File: config.mk
export PLATFORM = sky130hd
export DESIGN_NAME = mips_multicycle_control_flat
export DESIGN_NICKNAME = d
export VERILOG_FILES = /design/src/rtl/mips_ctrl_pkg.sv /design/src/rtl/mips_multicycle_control_if.sv /design/src/rtl/alu_decoder.sv /design/src/rtl/mips_multicycle_control.sv /design/src/flat_wrapper.sv
export SDC_FILE = /design/constraint.sdc
export NUM_CORES = 1
export LEC_CHECK = 0
export CAP_MARGIN = 20
export CORE_MARGIN = 2
export CORE_UTILIZATION = 55
export CTS_CLUSTER_SIZE = 24
export DETAILED_ROUTE_END_ITERATION = 10
export DONT_BUFFER_PORTS = 1
export PLACE_DENSITY_LB_ADDON = 0.25
export SYNTH_ARGS = -nofsm -noshare
export SYNTH_HDL_FRONTEND = slang
export SYNTH_SLANG_ARGS = --single-unit
export TNS_END_PERCENT = 10
File: constraint.sdc
create_clock -name ck -period 1.4 [get_ports ck]
set_input_delay 0.21 -clock ck [delete_from_list [all_inputs] [get_ports ck]]
set_output_delay 0.21 -clock ck [all_outputs]
set_load 0.02 [all_outputs]
File: src/rtl/mips_ctrl_pkg.sv
// Shared types and encodings for the multicycle MIPS main controller.
// Opcode/funct values follow the MIPS32 instruction word fields.
package mips_ctrl_pkg;

    typedef enum logic [3:0] {
        FETCH  = 4'd0,
        DECODE = 4'd1,
        MEMADR = 4'd2,
        MEMRD  = 4'd3,
        MEMWB  = 4'd4,
        MEMWR  = 4'd5,
        EXEC   = 4'd6,
        ALUWB  = 4'd7,
        ADDIEX = 4'd8,
        ADDIWB = 4'd9,
        BRANCH = 4'd10,
        JUMP   = 4'd11
    } state_t;

    localparam logic [5:0] OP_R    = 6'b000000;
    localparam logic [5:0] OP_LW   = 6'b100011;
    localparam logic [5:0] OP_SW   = 6'b101011;
    localparam logic [5:0] OP_BEQ  = 6'b000100;
    localparam logic [5:0] OP_ADDI = 6'b001000;
    localparam logic [5:0] OP_J    = 6'b000010;

    localparam logic [5:0] FN_ADD = 6'b100000;
    localparam logic [5:0] FN_SUB = 6'b100010;
    localparam logic [5:0] FN_AND = 6'b100100;
    localparam logic [5:0] FN_OR  = 6'b100101;
    localparam logic [5:0] FN_SLT = 6'b101010;

    localparam logic [2:0] ALU_ADD = 3'b010;
    localparam logic [2:0] ALU_SUB = 3'b110;
    localparam logic [2:0] ALU_AND = 3'b000;
    localparam logic [2:0] ALU_OR  = 3'b001;
    localparam logic [2:0] ALU_SLT = 3'b111;

    localparam logic [1:0] SRCB_REGB    = 2'b00;
    localparam logic [1:0] SRCB_FOUR    = 2'b01;
    localparam logic [1:0] SRCB_IMM     = 2'b10;
    localparam logic [1:0] SRCB_IMM_SL2 = 2'b11;

    localparam logic [1:0] PC_ALURES = 2'b00;
    localparam logic [1:0] PC_ALUOUT = 2'b01;
    localparam logic [1:0] PC_JUMP   = 2'b10;

    function automatic logic is_known_op(input logic [5:0] op);
        return (op == OP_R) || (op == OP_LW) || (op == OP_SW) ||
               (op == OP_BEQ) || (op == OP_ADDI) || (op == OP_J);
    endfunction

    // States that stall on the memory handshake and are covered by the timeout.
    function automatic logic is_wait_state(input state_t s);
        return (s == FETCH) || (s == MEMRD) || (s == MEMWR);
    endfunction

endpackage

File: src/rtl/mips_multicycle_control_if.sv
// Controller <-> datapath/memory bundle: instruction fields and status in, strobes out.
// master = controller side, slave = datapath/memory side.
interface mips_multicycle_control_if;

    logic [5:0] opcode;
    logic [5:0] funct;
    logic       overflow;
    logic       mem_ready;

    logic       IorD;
    logic       RegDest;
    logic       MemtoReg;
    logic       IRWrite;
    logic       RegWrite;
    logic       ALUSrcA;
    logic       Branch;
    logic       PCWrite;
    logic       MemWrite;
    logic [1:0] ALUSrcB;
    logic [1:0] PCSrc;
    logic [2:0] ALUControl;
    logic [3:0] state_o;
    logic       exc_overflow;
    logic       exc_illegal;
    logic       err_timeout;

    modport master (
        input  opcode, funct, overflow, mem_ready,
        output IorD, RegDest, MemtoReg, IRWrite, RegWrite, ALUSrcA, Branch,
               PCWrite, MemWrite, ALUSrcB, PCSrc, ALUControl, state_o,
               exc_overflow, exc_illegal, err_timeout
    );

    modport slave (
        output opcode, funct, overflow, mem_ready,
        input  IorD, RegDest, MemtoReg, IRWrite, RegWrite, ALUSrcA, Branch,
               PCWrite, MemWrite, ALUSrcB, PCSrc, ALUControl, state_o,
               exc_overflow, exc_illegal, err_timeout
    );

endinterface

File: src/rtl/alu_decoder.sv
// Combinational R-type funct decode to ALU operation, with legality and add/sub flags.
module alu_decoder
    import mips_ctrl_pkg::*;
(
    input  logic [5:0] funct,
    output logic [2:0] alu_control,
    output logic       valid,
    output logic       is_addsub
);

    always_comb begin
        alu_control = ALU_ADD;
        valid       = 1'b1;
        is_addsub   = 1'b0;
        case (funct)
            FN_ADD: is_addsub = 1'b1;
            FN_SUB: begin
                alu_control = ALU_SUB;
                is_addsub   = 1'b1;
            end
            FN_AND:  alu_control = ALU_AND;
            FN_OR:   alu_control = ALU_OR;
            FN_SLT:  alu_control = ALU_SLT;
            default: valid = 1'b0;
        endcase
    end

endmodule

File: src/rtl/mips_multicycle_control.sv
// Multicycle MIPS main control FSM: sequences each instruction over 3-5 states,
// stalls on mem_ready with a bounded wait, and flags overflow/illegal/timeout.
module mips_multicycle_control
    import mips_ctrl_pkg::*;
#(
    parameter int TIMEOUT_CYCLES = 16
) (
    input  logic                         ck,
    input  logic                         reset,
    mips_multicycle_control_if.master    ctl
);

    localparam int              CW         = $clog2(TIMEOUT_CYCLES);
    localparam logic [CW-1:0]   WAIT_LIMIT = CW'(TIMEOUT_CYCLES - 1);

    state_t          state;
    logic [CW-1:0]   wait_cnt;
    logic            ovf_latch;

    logic [2:0]      fn_alu_control;
    logic            fn_valid;
    logic            fn_addsub;
    logic            waiting;
    logic            timeout;

    alu_decoder u_alu_decoder (
        .funct       (ctl.funct),
        .alu_control (fn_alu_control),
        .valid       (fn_valid),
        .is_addsub   (fn_addsub)
    );

    assign waiting = is_wait_state(state) && !ctl.mem_ready;
    // A ready in the threshold cycle is not a timeout: waiting already excludes it.
    assign timeout = waiting && (wait_cnt == WAIT_LIMIT);

    always_ff @(posedge ck or posedge reset) begin
        if (reset) begin
            state     <= FETCH;
            wait_cnt  <= '0;
            ovf_latch <= 1'b0;
        end else begin
            // Wait states only hold while waiting, so a non-waiting cycle is a state change.
            wait_cnt <= (waiting && !timeout) ? wait_cnt + CW'(1) : '0;
            case (state)
                FETCH: begin
                    if (ctl.mem_ready) state <= DECODE;
                end
                DECODE: begin
                    case (ctl.opcode)
                        OP_LW, OP_SW: state <= MEMADR;
                        OP_R:         state <= EXEC;
                        OP_BEQ:       state <= BRANCH;
                        OP_ADDI:      state <= ADDIEX;
                        OP_J:         state <= JUMP;
                        default:      state <= FETCH;
                    endcase
                end
                MEMADR: state <= (ctl.opcode == OP_LW) ? MEMRD : MEMWR;
                MEMRD: begin
                    if (ctl.mem_ready)  state <= MEMWB;
                    else if (timeout)   state <= FETCH;
                end
                MEMWR: begin
                    if (ctl.mem_ready || timeout) state <= FETCH;
                end
                EXEC: begin
                    if (fn_valid) begin
                        ovf_latch <= ctl.overflow & fn_addsub;
                        state     <= ALUWB;
                    end else begin
                        state     <= FETCH;
                    end
                end
                ADDIEX: begin
                    ovf_latch <= ctl.overflow;
                    state     <= ADDIWB;
                end
                default: state <= FETCH;
            endcase
        end
    end

    // Strobes decode the registered state; reset gating keeps everything quiet
    // during reset, including the Mealy terms that follow mem_ready.
    always_comb begin
        ctl.IorD         = 1'b0;
        ctl.RegDest      = 1'b0;
        ctl.MemtoReg     = 1'b0;
        ctl.IRWrite      = 1'b0;
        ctl.RegWrite     = 1'b0;
        ctl.ALUSrcA      = 1'b0;
        ctl.Branch       = 1'b0;
        ctl.PCWrite      = 1'b0;
        ctl.MemWrite     = 1'b0;
        ctl.ALUSrcB      = SRCB_REGB;
        ctl.PCSrc        = PC_ALURES;
        ctl.ALUControl   = ALU_ADD;
        ctl.exc_overflow = 1'b0;
        ctl.exc_illegal  = 1'b0;
        ctl.err_timeout  = 1'b0;
        if (!reset) begin
            case (state)
                FETCH: begin
                    ctl.ALUSrcB     = SRCB_FOUR;
                    ctl.PCSrc       = PC_ALURES;
                    ctl.IRWrite     = ctl.mem_ready;
                    ctl.PCWrite     = ctl.mem_ready;
                    ctl.err_timeout = timeout;
                end
                DECODE: begin
                    ctl.ALUSrcB     = SRCB_IMM_SL2;
                    ctl.exc_illegal = !is_known_op(ctl.opcode);
                end
                MEMADR: begin
                    ctl.ALUSrcA = 1'b1;
                    ctl.ALUSrcB = SRCB_IMM;
                end
                MEMRD: begin
                    ctl.IorD        = 1'b1;
                    ctl.err_timeout = timeout;
                end
                MEMWB: begin
                    ctl.MemtoReg = 1'b1;
                    ctl.RegWrite = 1'b1;
                end
                MEMWR: begin
                    ctl.IorD        = 1'b1;
                    ctl.MemWrite    = 1'b1;
                    ctl.err_timeout = timeout;
                end
                EXEC: begin
                    ctl.ALUSrcA     = 1'b1;
                    ctl.ALUSrcB     = SRCB_REGB;
                    ctl.ALUControl  = fn_alu_control;
                    ctl.exc_illegal = !fn_valid;
                end
                ALUWB: begin
                    ctl.RegDest      = 1'b1;
                    ctl.RegWrite     = !ovf_latch;
                    ctl.exc_overflow = ovf_latch;
                end
                ADDIEX: begin
                    ctl.ALUSrcA = 1'b1;
                    ctl.ALUSrcB = SRCB_IMM;
                end
                ADDIWB: begin
                    ctl.RegWrite     = !ovf_latch;
                    ctl.exc_overflow = ovf_latch;
                end
                BRANCH: begin
                    ctl.ALUSrcA    = 1'b1;
                    ctl.ALUSrcB    = SRCB_REGB;
                    ctl.ALUControl = ALU_SUB;
                    ctl.Branch     = 1'b1;
                    ctl.PCSrc      = PC_ALUOUT;
                end
                JUMP: begin
                    ctl.PCWrite = 1'b1;
                    ctl.PCSrc   = PC_JUMP;
                end
                default: ;
            endcase
        end
    end

    assign ctl.state_o = state;

endmodule

File: src/flat_wrapper.sv
// flat-port wrapper written by rule: the top's interface ports become plain ports
module mips_multicycle_control_flat import mips_ctrl_pkg::*;
#(
    parameter int TIMEOUT_CYCLES = 16
)
  (ck, reset, ctl_opcode, ctl_funct, ctl_overflow, ctl_mem_ready, ctl_IorD, ctl_RegDest, ctl_MemtoReg, ctl_IRWrite, ctl_RegWrite, ctl_ALUSrcA, ctl_Branch, ctl_PCWrite, ctl_MemWrite, ctl_ALUSrcB, ctl_PCSrc, ctl_ALUControl, ctl_state_o, ctl_exc_overflow, ctl_exc_illegal, ctl_err_timeout);
  mips_multicycle_control_if ctl_i ();
  input  logic ck;
  input  logic reset;
  input wire logic [$bits(ctl_i.opcode)-1:0] ctl_opcode;
  input wire logic [$bits(ctl_i.funct)-1:0] ctl_funct;
  input wire logic [$bits(ctl_i.overflow)-1:0] ctl_overflow;
  input wire logic [$bits(ctl_i.mem_ready)-1:0] ctl_mem_ready;
  output wire logic [$bits(ctl_i.IorD)-1:0] ctl_IorD;
  output wire logic [$bits(ctl_i.RegDest)-1:0] ctl_RegDest;
  output wire logic [$bits(ctl_i.MemtoReg)-1:0] ctl_MemtoReg;
  output wire logic [$bits(ctl_i.IRWrite)-1:0] ctl_IRWrite;
  output wire logic [$bits(ctl_i.RegWrite)-1:0] ctl_RegWrite;
  output wire logic [$bits(ctl_i.ALUSrcA)-1:0] ctl_ALUSrcA;
  output wire logic [$bits(ctl_i.Branch)-1:0] ctl_Branch;
  output wire logic [$bits(ctl_i.PCWrite)-1:0] ctl_PCWrite;
  output wire logic [$bits(ctl_i.MemWrite)-1:0] ctl_MemWrite;
  output wire logic [$bits(ctl_i.ALUSrcB)-1:0] ctl_ALUSrcB;
  output wire logic [$bits(ctl_i.PCSrc)-1:0] ctl_PCSrc;
  output wire logic [$bits(ctl_i.ALUControl)-1:0] ctl_ALUControl;
  output wire logic [$bits(ctl_i.state_o)-1:0] ctl_state_o;
  output wire logic [$bits(ctl_i.exc_overflow)-1:0] ctl_exc_overflow;
  output wire logic [$bits(ctl_i.exc_illegal)-1:0] ctl_exc_illegal;
  output wire logic [$bits(ctl_i.err_timeout)-1:0] ctl_err_timeout;
  assign ctl_i.opcode = ctl_opcode;
  assign ctl_i.funct = ctl_funct;
  assign ctl_i.overflow = ctl_overflow;
  assign ctl_i.mem_ready = ctl_mem_ready;
  assign ctl_IorD = ctl_i.IorD;
  assign ctl_RegDest = ctl_i.RegDest;
  assign ctl_MemtoReg = ctl_i.MemtoReg;
  assign ctl_IRWrite = ctl_i.IRWrite;
  assign ctl_RegWrite = ctl_i.RegWrite;
  assign ctl_ALUSrcA = ctl_i.ALUSrcA;
  assign ctl_Branch = ctl_i.Branch;
  assign ctl_PCWrite = ctl_i.PCWrite;
  assign ctl_MemWrite = ctl_i.MemWrite;
  assign ctl_ALUSrcB = ctl_i.ALUSrcB;
  assign ctl_PCSrc = ctl_i.PCSrc;
  assign ctl_ALUControl = ctl_i.ALUControl;
  assign ctl_state_o = ctl_i.state_o;
  assign ctl_exc_overflow = ctl_i.exc_overflow;
  assign ctl_exc_illegal = ctl_i.exc_illegal;
  assign ctl_err_timeout = ctl_i.err_timeout;
  mips_multicycle_control #(.TIMEOUT_CYCLES(TIMEOUT_CYCLES)) u_core (.ck(ck), .reset(reset), .ctl(ctl_i));
endmodule
### After elaboration in Yosys (flattened, before gate mapping)

Index checks and enable logic that the tools add are counted.
W data, S select, Z words.

| operators by class | value |
|---|---|
| divide/modulo/power cells | 0 |
| bitwise gates (word level) | 1 |
| multiply operators | 0 |
| muxes and demuxes | 44 |
| $add $sub $neg | 1 |
| equal/unequal tests | 26 |
| shift-type cells | 0 |
| reduce and logical (&&, ||, !) cells | 29 |
| magnitude comparators | 0 |

Operators with widths:

| kind | count |
|---|---|
| $eq A6 B6 Y1 const B | 7 |
| $pmux W4 S7 | 1 |
| $mux W1 | 24 |
| $eq A4 B4 Y1 const B | 5 |
| $mux W4 | 5 |
| $pmux W4 S5 | 1 |
| $eq A4 B3 Y1 const B | 4 |
| $pmux W3 S4 | 1 |
| $reduce_or A2 Y1 | 5 |
| $mux W3 | 3 |
| $eq A4 B2 Y1 const B | 2 |
| $logic_or A1 B1 Y1 | 8 |
| $pmux W1 S2 | 4 |
| $eq A6 B2 Y1 const B | 1 |
| $eq A6 B3 Y1 const B | 1 |
| $eq A6 B4 Y1 const B | 1 |
| $logic_not A6 Y1 | 1 |
| $pmux W2 S3 | 1 |
| $pmux W3 S2 | 1 |
| $logic_not A1 Y1 | 5 |
| $reduce_or A5 Y1 | 1 |
| $add A4 B1 Y4 const B | 1 |
| $eq A4 B1 Y1 const B | 1 |
| $logic_not A4 Y1 | 1 |
| other kinds (12) | 16 |

| word-level totals | value |
|---|---|
| register bits after elaboration | 9 |
| bits in writable memories | 0 |
| memories kept | 0 |
| memory bits (read-only) | 0 |
| input port bits | 16 |
| logic and storage cells | 104 |
| latch bits | 0 |
| output and inout port bits | 23 |

### Longest topological paths before layout

| depth | value |
|---|---|
| depth after elaboration | 9 |
| depth in mapped cells | 6 |
| mapped depth without buffers | 5 |

### Hierarchy

From an unflattened synthesis, not the netlist that was laid out.

| second synthesis, totals | value |
|---|---|
| cells, all modules | 126 |
| area, all modules | 1033.5 µm² |

Modules (own cells, without submodules):

| module | times used | area each (µm²) | cells each | seq. area each (µm²) |
|---|---|---|---|---|
| mips_multicycle_control | 1 | 944.7 | 116 | 225.2 |
| alu_decoder | 1 | 88.8 | 10 | 0.0 |

### Worst setup path before layout

No wires, ideal clock.

| path | value |
|---|---|
| path kind | reg-to-output |
| start | register u_core.state[0], in the netlist u_core.ctl.state_o[0] |
| end | output port ctl_ALUSrcB[1] |
| setup slack | -0.861 ns |
| arrival | 2.051 ns |
| buffers on the path | 2 |
| stages on the path, launching flop included | 6 |
| required time | 1.190 ns |
| cell sequence | dfrtp_1 buf_6 buf_2 nor2_1 nor2_1 a2111oi_0 |

| on the way | value |
|---|---|
| longest elaborated chain between the ends | 4 |
| elaborated cells on any way between the ends | 7 |
| those cells by class | eq/ne (3); mux (2); reduce/logical (2) |

Ends and longest elaborated chain:

| what | RTL line | text |
|---|---|---|
| start, declared | mips_multicycle_control.sv:16 | `state_t state;` |
| start signal, assigned | mips_multicycle_control.sv:59 | `MEMADR: state <= (ctl.opcode == OP_LW) ? MEMRD : MEMWR;` |
| $eq A4 B2 Y1 / $eq A4 B4 Y1 (equally long branches) | mips_multicycle_control.sv:103 | `case (state)` |
| $reduce_or A2 Y1 (no source line) | -- |  |
| $pmux W2 S3 * | mips_multicycle_control.sv:103 |  |
| $mux W2 * | mips_multicycle_control.sv:102 | `if (!reset) begin` |
| end, declared | flat_wrapper.sv:23 | `output wire logic [$bits(ctl_i.ALUSrcB)-1:0] ctl_ALUSrcB;` |

Mark *: on every way between the ends. The rest lies on a longest branch, timed or not.

### Worst setup path after layout

| path | value |
|---|---|
| start | register u_core.state[3], in the netlist u_core.ctl.state_o[3] |
| end | output port ctl_ALUControl[2] |

| on the way | value |
|---|---|
| longest elaborated chain between the ends | 3 |
| elaborated cells on any way between the ends | 4 |
| those cells by class | eq/ne (2); mux (2) |

Ends and longest elaborated chain:

| what | RTL line | text |
|---|---|---|
| $eq A4 B4 Y1 / $eq A4 B3 Y1 (equally long branches) | mips_multicycle_control.sv:103 |  |
| $pmux W3 S2 * | mips_multicycle_control.sv:103 |  |
| $mux W3 * | mips_multicycle_control.sv:102 |  |
| end, declared | flat_wrapper.sv:25 | `output wire logic [$bits(ctl_i.ALUControl)-1:0] ctl_ALUControl;` |

Marks and branches as above.

==> qor.txt <==
Final worst setup slack: -0.4078 ns
Placer Congestion: 0.9056
Finished Layout Cells: 175
Dominant cells by area after synthesis: dfrtp_1 (24%), nor2_1 (5.9%), nand2b_1 (4.6%)
Critical path class: reg -> out
Failing checks: setup timing
Die width: 45.72 um
Drt pass-1 iters: 4
Synth top cells by count: nor2_1 (15), dfrtp_1 (9), nor3_1 (8)
Yosys reg bits: 9
Drt drc: 0
H-tree depth: 1
Vias in the first global route: 1,068
Row count: 15
Die height: 45.72 um
First-pass GRT wire length: 5016 um
Post-detailed-route count of antenna-violating nets: 0
Number of synthesized flops with an enable pin: 0
Area leader, netlist: dfrtp_1
Most used flip-flop cell after synthesis: dfrtp_1
Register area share after synthesis: 23.53%
HPWL after DPL: 2319 um
Met1 usage: 42.89%
Clock buffer depth: 2
M3 GR Usage: 3.571%
DR vias/cell: 6.726
Fmax: 0.5532 GHz
GR peak layer: met2
CP max FO: 7
P per Cell Area: 1234 mW/mm2
Worst-path clk slew: 0.07 ns
Drt total wl: 3439 um
Crit path DAT: 1.60 ns
Slew Limit Fails: 0
CP Launch Type: flip-flop
Fin. Hold Viols: 0
Cells after DPL: 166
Setup Skew: 0.009893 ns
GR Util met2: 56.06%
Layout net count: 176
Leakage: 0.0005814 uW
Post-synthesis async set-or-reset flop share: 100.0%
Buffers on Ports: 0
Number of max-cap violations: 0
Fillers: 77
Antenna Cells: 0
Final setup fails: 26
Post-DR wirelength/cell: 19.65 um
TritonCTS Buffers: 3
CP required: 1.19 ns
Clock insertion delay at the later pin of the skew report: 0.26 ns
Syn Nets: 143
Mapped Cells: 126
Max VDD drop: 1.274 mV
Slew HR: 70.25%
Worst-margin pin slew: 0.4350 ns
Mapped cell area: 957.2 um2
Root buffer cell: clkbuf_4
Num ports: 39
Netlist cell types: 44
Period minus WS final: 1.808 ns
Grt ovf: 0
Via count: 1,177
DRT iter0 DRCs: 45
Area delta synth->final: 56.34%
Design area: 0.001496 mm2
Die area: 0.002090 mm2
CTS Sinks: 9
Starting Density: 56.67%
YS warnings: 0
Top-count cell post-synth: nor2_1
Layout cells sized above 1: 51.90%
DP Area: 0.001345 mm2
Area of the core: 0.001689 mm2
Largest net degree at the start of global routing: 11
CP Capture Type: primary output
Post-synth top area share: 23.53%
Result of the run: finished with violations
Tcrit/Tclk final: 129.1%
Avg Synthesized Cell Area: 7.597 um2
Global Route Usage Sum: 33.39%
CTS tree: done
RSZ-0062 raised after global routing: true
Min-Delay Path Class: in -> reg
Initial antenna violation count: 0
-- layout make-up --
| type | instances | area (um2) | area share (%) |
|---|---|---|---|
| multi-input cells | 104 | 877.1 | 58.61 |
| repair buffers | 38 | 326.6 | 21.82 |
| flip-flops and latches | 9 | 230.2 | 15.38 |
| clock buffers | 4 | 26.28 | 1.756 |
| well taps | 17 | 21.27 | 1.421 |
| inverters | 3 | 15.01 | 1.003 |
-- report_power, final --
group	leakage [uW]	internal [uW]	total [uW]	switching (uW)
logic	0.000452	571	1220	653
clock network	0.0000150	110	205	94.8
registers	0.000114	326	418	92.6
-- path summary, 6_finish.rpt --
path | from | to | slack (ns) | depth (start not counted)
worst max register to register | u_core.ctl.state_o[0] | u_core.ctl.state_o[2] | -0.20 | 4
worst min-delay path | ctl_overflow | u_core.ovf_latch | 0.1 | 1
max in group asynchronous | reset | u_core.ctl.state_o[2] | 0.77 | 3
worst max-delay path | u_core.ctl.state_o[3] | ctl_ALUControl[2] | -0.41 | 5
min in group asynchronous | reset | u_core.ctl.state_o[0] | 0.47 | 3
worst min register to register | u_core.wait_cnt[0] | u_core.wait_cnt[0] | 0.53 | 2
-- logic make-up (layout without fill, tap and decap cells) --
family | Yosys count | after routing | share of synthesized area [%]
xor+xnor | 5 | 5 | 4.575
simple gates | 69 | 69 | 40.52
fa+ha+maj | 1 | 1 | 1.307
buf+inv | 13 | 45 | 6.797
flops | 9 | 9 | 23.53
compound gates | 29 | 29 | 23.27
-- repair_timing --
item,CTS,global route
setup buffers,3,1
endpoints found under the hold margin,9,0
gates resized for setup,18,6
pin swaps,9,4
endpoints found under the setup margin,26,27
hold buffers,1,0
-- sequential cells by signal, summed over array words and instances (netlist names) --
register,count
u_core.ovf_latch,1
u_core.wait_cnt,4
u_core.ctl.state_o,4
-- worst max-delay path: stages (launching register included) --
cell,delay (ns)
dfrtp_2,0.45
nor2b_2,0.14
nand2_1,0.06
o31a_2,0.30
nor4b_4,0.20
buf_4,0.17
-- through the flow --
stage / hold slack [ns] / total power [uW] / util (%) / setup WS (ns) / setup TNS, ns
finish: 0.09606 / 1847 / 88.59 / -0.4078 / -5.672
global route: 0.07864 / 1951 / 88.59 / -0.4643 / -7.105
CTS: 0.09096 / 1771 / 87.19 / -0.3958 / -5.518
detailed placement: 0.1484 / 1476 / 79.63 / -0.1446 / -1.600
global placement: 0.1401 / 1434 / 79.63 / -0.1693 / -0.7613
floorplan: 0.2597 / 1276 / - / -0.1259 / -1.699
-- cell usage in the layout, fill, tap and decap left out, types with 2 or more instances in the layout --
master	n
clkbuf_4	3
a211oi_2	2
nand3_1	3
nand2_1	5
nand2b_4	2
nor4_2	2
and2_1	2
nor3_1	3
xnor2_1	4
buf_4	29
nor3_4	4
nor2_1	12
a21oi_1	6
nor2_4	2
o21ai_1	3
dfrtp_1	5
nor4b_1	2
a211o_1	2
dfrtp_2	4
buf_6	7
nor2b_1	2
or3_1	2
a31oi_1	2
nand3b_1	2
nor2b_4	2
nor2b_2	2
nand2b_1	5
-- routing by layer --
layer,share of wire [%],wire length [um],vias to the layer above
met2,50,1736,67
li1,-,-,532
met3,8.0,275,13
met4,3.1,105,0
met5,0,0,-
met1,38,1322,565
(Power assumes the default switching activity.)
